## src/rtl/ctrl_pool_stride.sv

```systemverilog
// Pooling window controller: tracks a raster feature stream and flags every pixel that
// completes a k x k window at stride s, emitting delayed strobes and output coordinates.
module ctrl_pool_stride #(
    parameter int LWIDTH = 10,
    parameter int D_POOL = 3
) (
    input  logic              clk,
    input  logic              xrst,
    input  logic              in_begin,
    input  logic              in_valid,
    input  logic              in_end,
    input  logic [LWIDTH-1:0] w_fea_size,
    input  logic [LWIDTH-1:0] h_fea_size,
    input  logic [LWIDTH-1:0] pool_size,
    input  logic [LWIDTH-1:0] pool_stride,
    output logic              buf_feat_en,
    output logic              pool_oe,
    output logic              out_begin,
    output logic              out_valid,
    output logic              out_end,
    output logic [LWIDTH-1:0] out_x,
    output logic [LWIDTH-1:0] out_y,
    output logic              busy,
    output logic              cfg_err,
    output logic              seq_err
);
    // Tag layout: {hit, first, last, ox, oy}
    localparam int TW = 3 + 2 * LWIDTH;

    typedef enum logic [1:0] {S_WAIT, S_ACTIVE, S_DRAIN} state_t;
    state_t state_reg, state_next;

    logic [LWIDTH-1:0] w_reg, h_reg, k_reg, s_reg;
    logic [LWIDTH-1:0] x_reg, y_reg, px_reg, py_reg, ox_reg, oy_reg;
    logic              first_reg, end_seen_reg;
    logic              buf_feat_en_reg, cfg_err_reg, seq_err_reg;

    logic              cfg_ok, start, pix, x_wrap, final_pix, abort;
    logic              hit, last_col, last_row;
    logic [LWIDTH-1:0] km1;
    logic [TW-1:0]     tag, tail;

    assign cfg_ok = (pool_size != '0) && (pool_stride != '0) &&
                    (pool_size <= w_fea_size) && (pool_size <= h_fea_size);
    assign start     = (state_reg == S_WAIT) && in_begin && cfg_ok;
    assign pix       = (state_reg == S_ACTIVE) && in_valid;
    assign x_wrap    = (x_reg == w_reg - 1'b1);
    assign final_pix = pix && x_wrap && (y_reg == h_reg - 1'b1);
    assign abort     = (state_reg == S_ACTIVE) && in_end && !final_pix;
    assign km1       = k_reg - 1'b1;

    assign hit      = pix && (x_reg >= km1) && (px_reg == '0) && (y_reg >= km1) && (py_reg == '0);
    // One extra bit so coordinate + stride cannot wrap around
    assign last_col = hit && (({1'b0, x_reg} + {1'b0, s_reg}) >= {1'b0, w_reg});
    assign last_row = hit && (({1'b0, y_reg} + {1'b0, s_reg}) >= {1'b0, h_reg});
    assign tag      = {hit, hit && first_reg, last_col && last_row,
                       hit ? ox_reg : '0, hit ? oy_reg : '0};

    always_comb begin
        state_next = state_reg;
        case (state_reg)
            S_WAIT:   if (start) state_next = S_ACTIVE;
            S_ACTIVE: begin
                if (abort)          state_next = S_WAIT;
                else if (final_pix) state_next = S_DRAIN;
            end
            // The last window may finish well before the last pixel of the frame
            S_DRAIN:  if (out_end || end_seen_reg) state_next = S_WAIT;
            default:  state_next = S_WAIT;
        endcase
    end

    always_ff @(posedge clk or negedge xrst) begin
        if (!xrst) begin
            state_reg       <= S_WAIT;
            w_reg           <= '0;
            h_reg           <= '0;
            k_reg           <= '0;
            s_reg           <= '0;
            x_reg           <= '0;
            y_reg           <= '0;
            px_reg          <= '0;
            py_reg          <= '0;
            ox_reg          <= '0;
            oy_reg          <= '0;
            first_reg       <= 1'b0;
            end_seen_reg    <= 1'b0;
            buf_feat_en_reg <= 1'b0;
            cfg_err_reg     <= 1'b0;
            seq_err_reg     <= 1'b0;
        end else begin
            state_reg       <= state_next;
            buf_feat_en_reg <= start;
            cfg_err_reg     <= (state_reg == S_WAIT) && in_begin && !cfg_ok;
            seq_err_reg     <= abort;
            if (start) begin
                w_reg        <= w_fea_size;
                h_reg        <= h_fea_size;
                k_reg        <= pool_size;
                s_reg        <= pool_stride;
                x_reg        <= '0;
                y_reg        <= '0;
                px_reg       <= '0;
                py_reg       <= '0;
                ox_reg       <= '0;
                oy_reg       <= '0;
                first_reg    <= 1'b1;
                end_seen_reg <= 1'b0;
            end else if (pix) begin
                if (x_wrap) begin
                    x_reg  <= '0;
                    px_reg <= '0;
                    y_reg  <= y_reg + 1'b1;
                    if (y_reg >= km1)
                        py_reg <= (py_reg + 1'b1 == s_reg) ? '0 : py_reg + 1'b1;
                end else begin
                    x_reg <= x_reg + 1'b1;
                    if (x_reg >= km1)
                        px_reg <= (px_reg + 1'b1 == s_reg) ? '0 : px_reg + 1'b1;
                end
                if (hit) begin
                    first_reg <= 1'b0;
                    if (last_col) begin
                        ox_reg <= '0;
                        oy_reg <= oy_reg + 1'b1;
                    end else begin
                        ox_reg <= ox_reg + 1'b1;
                    end
                end
            end
            if ((state_reg == S_ACTIVE) && out_end)
                end_seen_reg <= 1'b1;
        end
    end

    // Tag delay line; an aborted frame flushes every pending tag
    for (genvar gi = 0; gi < D_POOL; gi++) begin : g_dly
        logic [TW-1:0] stage_reg;
        logic [TW-1:0] stage_in;
        if (gi == 0) begin : g_head
            assign stage_in = tag;
        end else begin : g_link
            assign stage_in = g_dly[gi-1].stage_reg;
        end
        always_ff @(posedge clk or negedge xrst) begin
            if (!xrst)
                stage_reg <= '0;
            else if (abort)
                stage_reg <= '0;
            else
                stage_reg <= stage_in;
        end
    end

    assign tail        = g_dly[D_POOL-1].stage_reg;
    assign pool_oe     = g_dly[D_POOL-2].stage_reg[TW-1];
    assign out_valid   = tail[TW-1];
    assign out_begin   = tail[TW-2];
    assign out_end     = tail[TW-3];
    assign out_x       = tail[2*LWIDTH-1:LWIDTH];
    assign out_y       = tail[LWIDTH-1:0];
    assign buf_feat_en = buf_feat_en_reg;
    assign cfg_err     = cfg_err_reg;
    assign seq_err     = seq_err_reg;
    assign busy        = (state_reg != S_WAIT);

endmodule

```

## config.mk

```make
export PLATFORM = sky130hd
export DESIGN_NAME = ctrl_pool_stride
export DESIGN_NICKNAME = d
export VERILOG_FILES = /design/src/rtl/ctrl_pool_stride.sv
export SDC_FILE = /design/constraint.sdc
export NUM_CORES = 1
export LEC_CHECK = 0
export ABC_CLOCK_PERIOD_IN_PS = 10310
export CAP_MARGIN = 20
export CELL_PAD_IN_SITES_DETAIL_PLACEMENT = 0
export CELL_PAD_IN_SITES_GLOBAL_PLACEMENT = 1
export CORE_UTILIZATION = 45
export CTS_CLUSTER_SIZE = 24
export DETAILED_ROUTE_END_ITERATION = 6
export PLACE_DENSITY_LB_ADDON = 0.1
export SLEW_MARGIN = 10
export SYNTH_ARGS = -nofsm -noshare
export SYNTH_HDL_FRONTEND = slang
export SYNTH_SLANG_ARGS = --single-unit
```

## constraint.sdc

```tcl
create_clock -name clk -period 10.31 [get_ports clk]
set_input_delay 1.5465 -clock clk [delete_from_list [all_inputs] [get_ports clk]]
set_output_delay 1.5465 -clock clk [all_outputs]
set_load 0.03 [all_outputs]
```

==> flow_results.org <==
** Outcome
- The flow ran to the end, and the final reports show no timing, DRC or antenna violations.

** GRT
- Global-route congestion overflow total :: 0
- Pin count of the biggest net entering global routing :: between 100 and 150
- Global routing usage summed across all routing layers :: between 20 and 25%
- Initial antenna violation count :: 0
- The via count of the first global-routing pass is about 7.7k.
- The first global-routing pass estimated about 40000 um of wire.

** STA
- Setup repair after global routing missed its margin :: no
- Number of endpoints failing setup at the final stage :: 0
- Headroom to the max-slew limit came out at about a third.
- The number of hold-slack violations in the final timing report was 0.
- Across all setup checks in the final design, the least slack found is roughly 5300 ps.
- Final Max Slew Viols :: 0
- Slew at the pin closest to its max-slew limit :: approximately 990 ps
- The smallest clock period supported by the final layout is computed as about 5000 ps.
- Worst hold slack :: 447.4 ps
- Share of the clock period used by the worst path :: a little under 50%
- After routing, the total negative slack on setup checks comes to 0 ps.
- Clock Skew :: between 10 and 15 ps
- Achievable Freq :: around 200 MHz

** Power and ir drop
- For this design the static power due to leakage is 5.781 nW.
- Power density over the cells :: around 120 mW/mm^2
- Peak VDD IR :: 0.0001172 V
- The design draws 0.001427 W.

** Logic synthesis
- sky130_fd_sc_hd__dfrtp_1 takes more of the synthesized area than any other cell.
- Sequential element share of the synthesized area :: 41.57%
- Synth Net Count :: between 1k and 1.5k
- Most instantiated flip-flop cell in the synthesis netlist :: sky130_fd_sc_hd__dfrtp_1
- In this run, synthesis inferred 0 flip-flops with an integrated enable.
- Yosys warnings :: 0
- Cell area after synthesis :: 0.01060 mm^2
- The netlist uses 73 different library cells.
- Number of cells produced by synthesis :: 1149
- Flops & latches, synth :: around 180
- By area the synthesized netlist is led by sky130_fd_sc_hd__dfrtp_1 42%, sky130_fd_sc_hd__ha_1 10%, sky130_fd_sc_hd__xnor2_1 5.5%.
- The commonest cells after synthesis are 176 x sky130_fd_sc_hd__dfrtp_1, 131 x sky130_fd_sc_hd__nand2_1, 85 x sky130_fd_sc_hd__ha_1.
- In the synthesized netlist the async set-or-reset flop fraction comes to 100.0%.
- Average cell area after synthesis :: between 9 and 10 um^2
- Area fraction of the dominant cell type after synthesis :: roughly 42%
- sky130_fd_sc_hd__dfrtp_1 is the most common cell in the netlist.

** Clock network
- Num CTS Buffers :: 17
- Cts-stage hold buffer count :: 0
- Clock-pin slew was measured on the worst setup and hold paths at 80 ps.
- The H-tree generated during clock tree synthesis spans 4 levels.
- Number of sinks driven by the clock tree :: 176
- Post-cts sizing count :: 0
- Clock latency on the worst-skew pair, taken at its later pin, is between 400 and 500 ps.
- Clock tree from TritonCTS :: built
- CTS Root Cell :: sky130_fd_sc_hd__clkbuf_16
- Setup Fix Bufs, Post-CTS :: 0
- Counting along the longest clock path gives a buffer depth of 2.

** Finish
- Once layout is complete, the utilization of the core stands at between 50% and 60%.
- The repair_antennas step left the layout with diodes totalling 0.
- In the final layout, the share of cells above drive strength 1 is around 5.3%.
- The net count of the finished layout is 1332.
- Compared with the post-synthesis result, the final layout area differs by 15.56%.
- The register with the most flip-flops in the layout has 69 of them.

** Critical path
- The endpoint identified for the worst register-to-register timing path is oy_reg[3]$_DFFE_PN0P_.
- Critical path startpoint :: pool_stride[5]
- STA puts the critical path data arrival time at 5370 ps.
- For the worst setup path, the data required time is 10670 ps.
- Reg-to-reg slack, setup :: about 5800 ps
- Critical Path Max Stage Delay :: between 700 and 800 ps
- Slowest library cell on the worst path :: sky130_fd_sc_hd__nor4_1
- In this run the worst path has a maximum fanout of about 90.
- The critical path in this run is classified as in -> reg.
- STA classifies the critical path startpoint as an input pin.
- The startpoint identified for the worst register-to-register timing path is s_reg[1]$_DFFE_PN0P_.
- Cells on worst reg2reg path :: 17
- Type of destination of the critical path :: flop
- Walking the worst path, the cells encountered are clkdlybuf4s50_1 > or4_1 > nor4_1 > a31oi_1 > nand3_1 > or3_1 > buf_4 > inv_2 > buf_4 > or4_1 > o21ai_1.

** Detailed routing
- The detail route stage leaves a number of antenna-violating nets equal to 0.
- Routed vias :: 8071
- After detailed routing, the number of remaining DRC violations is 0.
- Total Wirelength :: between 20000 and 25000 um
- WL per Instance :: ~16 um
- First-pass iteration count of the detailed router :: 5
- Number of vias per cell after detailed routing :: 5.289
- First DRT Iteration DRCs :: between 400 and 500

** Floorplanning
- Die extent in y :: roughly 160 um
- Number of I/O pins :: 73
- For this configuration, the core starts out at a cell density of 46.37%.
- Measured along the x axis, the die boundary spans roughly 160 um.
- The total area inside the core boundary comes to 0.02285 mm^2.
- The initialized floorplan defines 55 standard-cell rows.
- The floorplan step defined a die boundary enclosing ~0.024 mm^2.

** Min path
- For hold timing, the worst endpoint is g_dly[1].stage_reg[1]$_DFF_PN0_.
- Cell count of the worst hold path :: 1
- Hold path start :: g_dly[0].stage_reg[1]$_DFF_PN0_
- The min-delay analysis places its worst path in the category reg -> reg.

** Placement
- Number of input and output port buffers inserted :: ~70
- Routability congestion estimate :: between 0.8 and 0.9
- The wire-length estimate of the detail-placed layout is roughly 18000 um.
- Timing analysis after detailed placement gives a worst setup slack of around 4800 ps.

** Flow run
- Max-cap violations in this run came to 0.
## logic make-up after synthesis
logic type	synth area share [%]
AND/OR/NAND/NOR	21.65
AO/OA/AOI/OAI	13.04
flip-flops	41.57
buffers and inverters	4.747
XOR/XNOR	8.302
adder cells (fa/ha/maj)	10.51
multiplexers	0.1890
## placed cells by master (no fill, tap or decap), types with 4 or more instances in the layout
cell,instances
sky130_fd_sc_hd__a211oi_1,4
sky130_fd_sc_hd__a21o_1,16
sky130_fd_sc_hd__a21oi_1,69
sky130_fd_sc_hd__a31oi_1,4
sky130_fd_sc_hd__and2_1,49
sky130_fd_sc_hd__and3_1,41
sky130_fd_sc_hd__buf_4,6
sky130_fd_sc_hd__clkbuf_16,17
sky130_fd_sc_hd__clkdlybuf4s50_1,71
sky130_fd_sc_hd__clkinv_8,6
sky130_fd_sc_hd__dfrtp_1,176
sky130_fd_sc_hd__ha_1,85
sky130_fd_sc_hd__inv_1,78
sky130_fd_sc_hd__inv_12,5
sky130_fd_sc_hd__nand2_1,131
sky130_fd_sc_hd__nand2b_1,11
sky130_fd_sc_hd__nand3_1,33
sky130_fd_sc_hd__nand3b_1,5
sky130_fd_sc_hd__nand4_1,13
sky130_fd_sc_hd__nand4b_1,7
sky130_fd_sc_hd__nor2_1,53
sky130_fd_sc_hd__nor2b_1,7
sky130_fd_sc_hd__nor3_1,21
sky130_fd_sc_hd__nor3b_1,12
sky130_fd_sc_hd__nor4_1,10
sky130_fd_sc_hd__nor4b_1,4
sky130_fd_sc_hd__o211ai_1,5
sky130_fd_sc_hd__o21ai_0,62
sky130_fd_sc_hd__o21ai_1,17
sky130_fd_sc_hd__o21bai_1,8
sky130_fd_sc_hd__o31ai_1,6
sky130_fd_sc_hd__or3_1,6
sky130_fd_sc_hd__or4_1,13
sky130_fd_sc_hd__xnor2_1,66
sky130_fd_sc_hd__xor2_1,30
## per-stage QoR
step                cell area, um^2  cells
finish                        12240   1526
global route                  12240   1526
CTS                           12200   1524
detailed placement            11550   1492
global placement              11550   1492
floorplan                     10600   1149
## worst max path at each step
stage / endpoint / slack [ps] / depth (start not counted)
floorplan: h_reg[9]$_DFFE_PN0P_ / 6200 / 13
global placement: py_reg[9]$_DFFE_PN0P_ / 4880 / 11
detailed placement: py_reg[8]$_DFFE_PN0P_ / 4820 / 11
CTS: py_reg[8]$_DFFE_PN0P_ / 5300 / 11
global route: py_reg[8]$_DFFE_PN0P_ / 5050 / 11
finish: py_reg[8]$_DFFE_PN0P_ / 5310 / 11
## layout make-up
cell class,count,area [um^2]
timing repair buffer,80,814.5
clock buffer,17,425.4
fill,2160,10600
multi-input combinational,846,5695
sequential,176,4404
clock inverter,15,216.5
tap,313,391.6
inverter,79,296.5
## where the power goes
group / switching, W / internal (W) / total [W]
clock network: 0.000342 / 0.000340 / 0.000683
registers: 0 / 0.000690 / 0.000690
logic: 0.0000300 / 0.0000245 / 0.0000545
## metal layers
metal	vias up	wire length, um	share of wire, %	track usage (%)
li1	4090	-	-	-
met1	3806	11930	49	29.98
met2	143	11280	46	35.34
met3	32	669	2.7	2.646
met4	0	572	2.3	7.423
met5	-	0	0	0
## critical path: cells and delay by family
kind                   cells  cell delay [ps]
and+or+nand+nor            5             2090
buffers and inverters      4             1430
AOI/OAI and AO/OA          2              220
(Power assumes the default switching activity.)
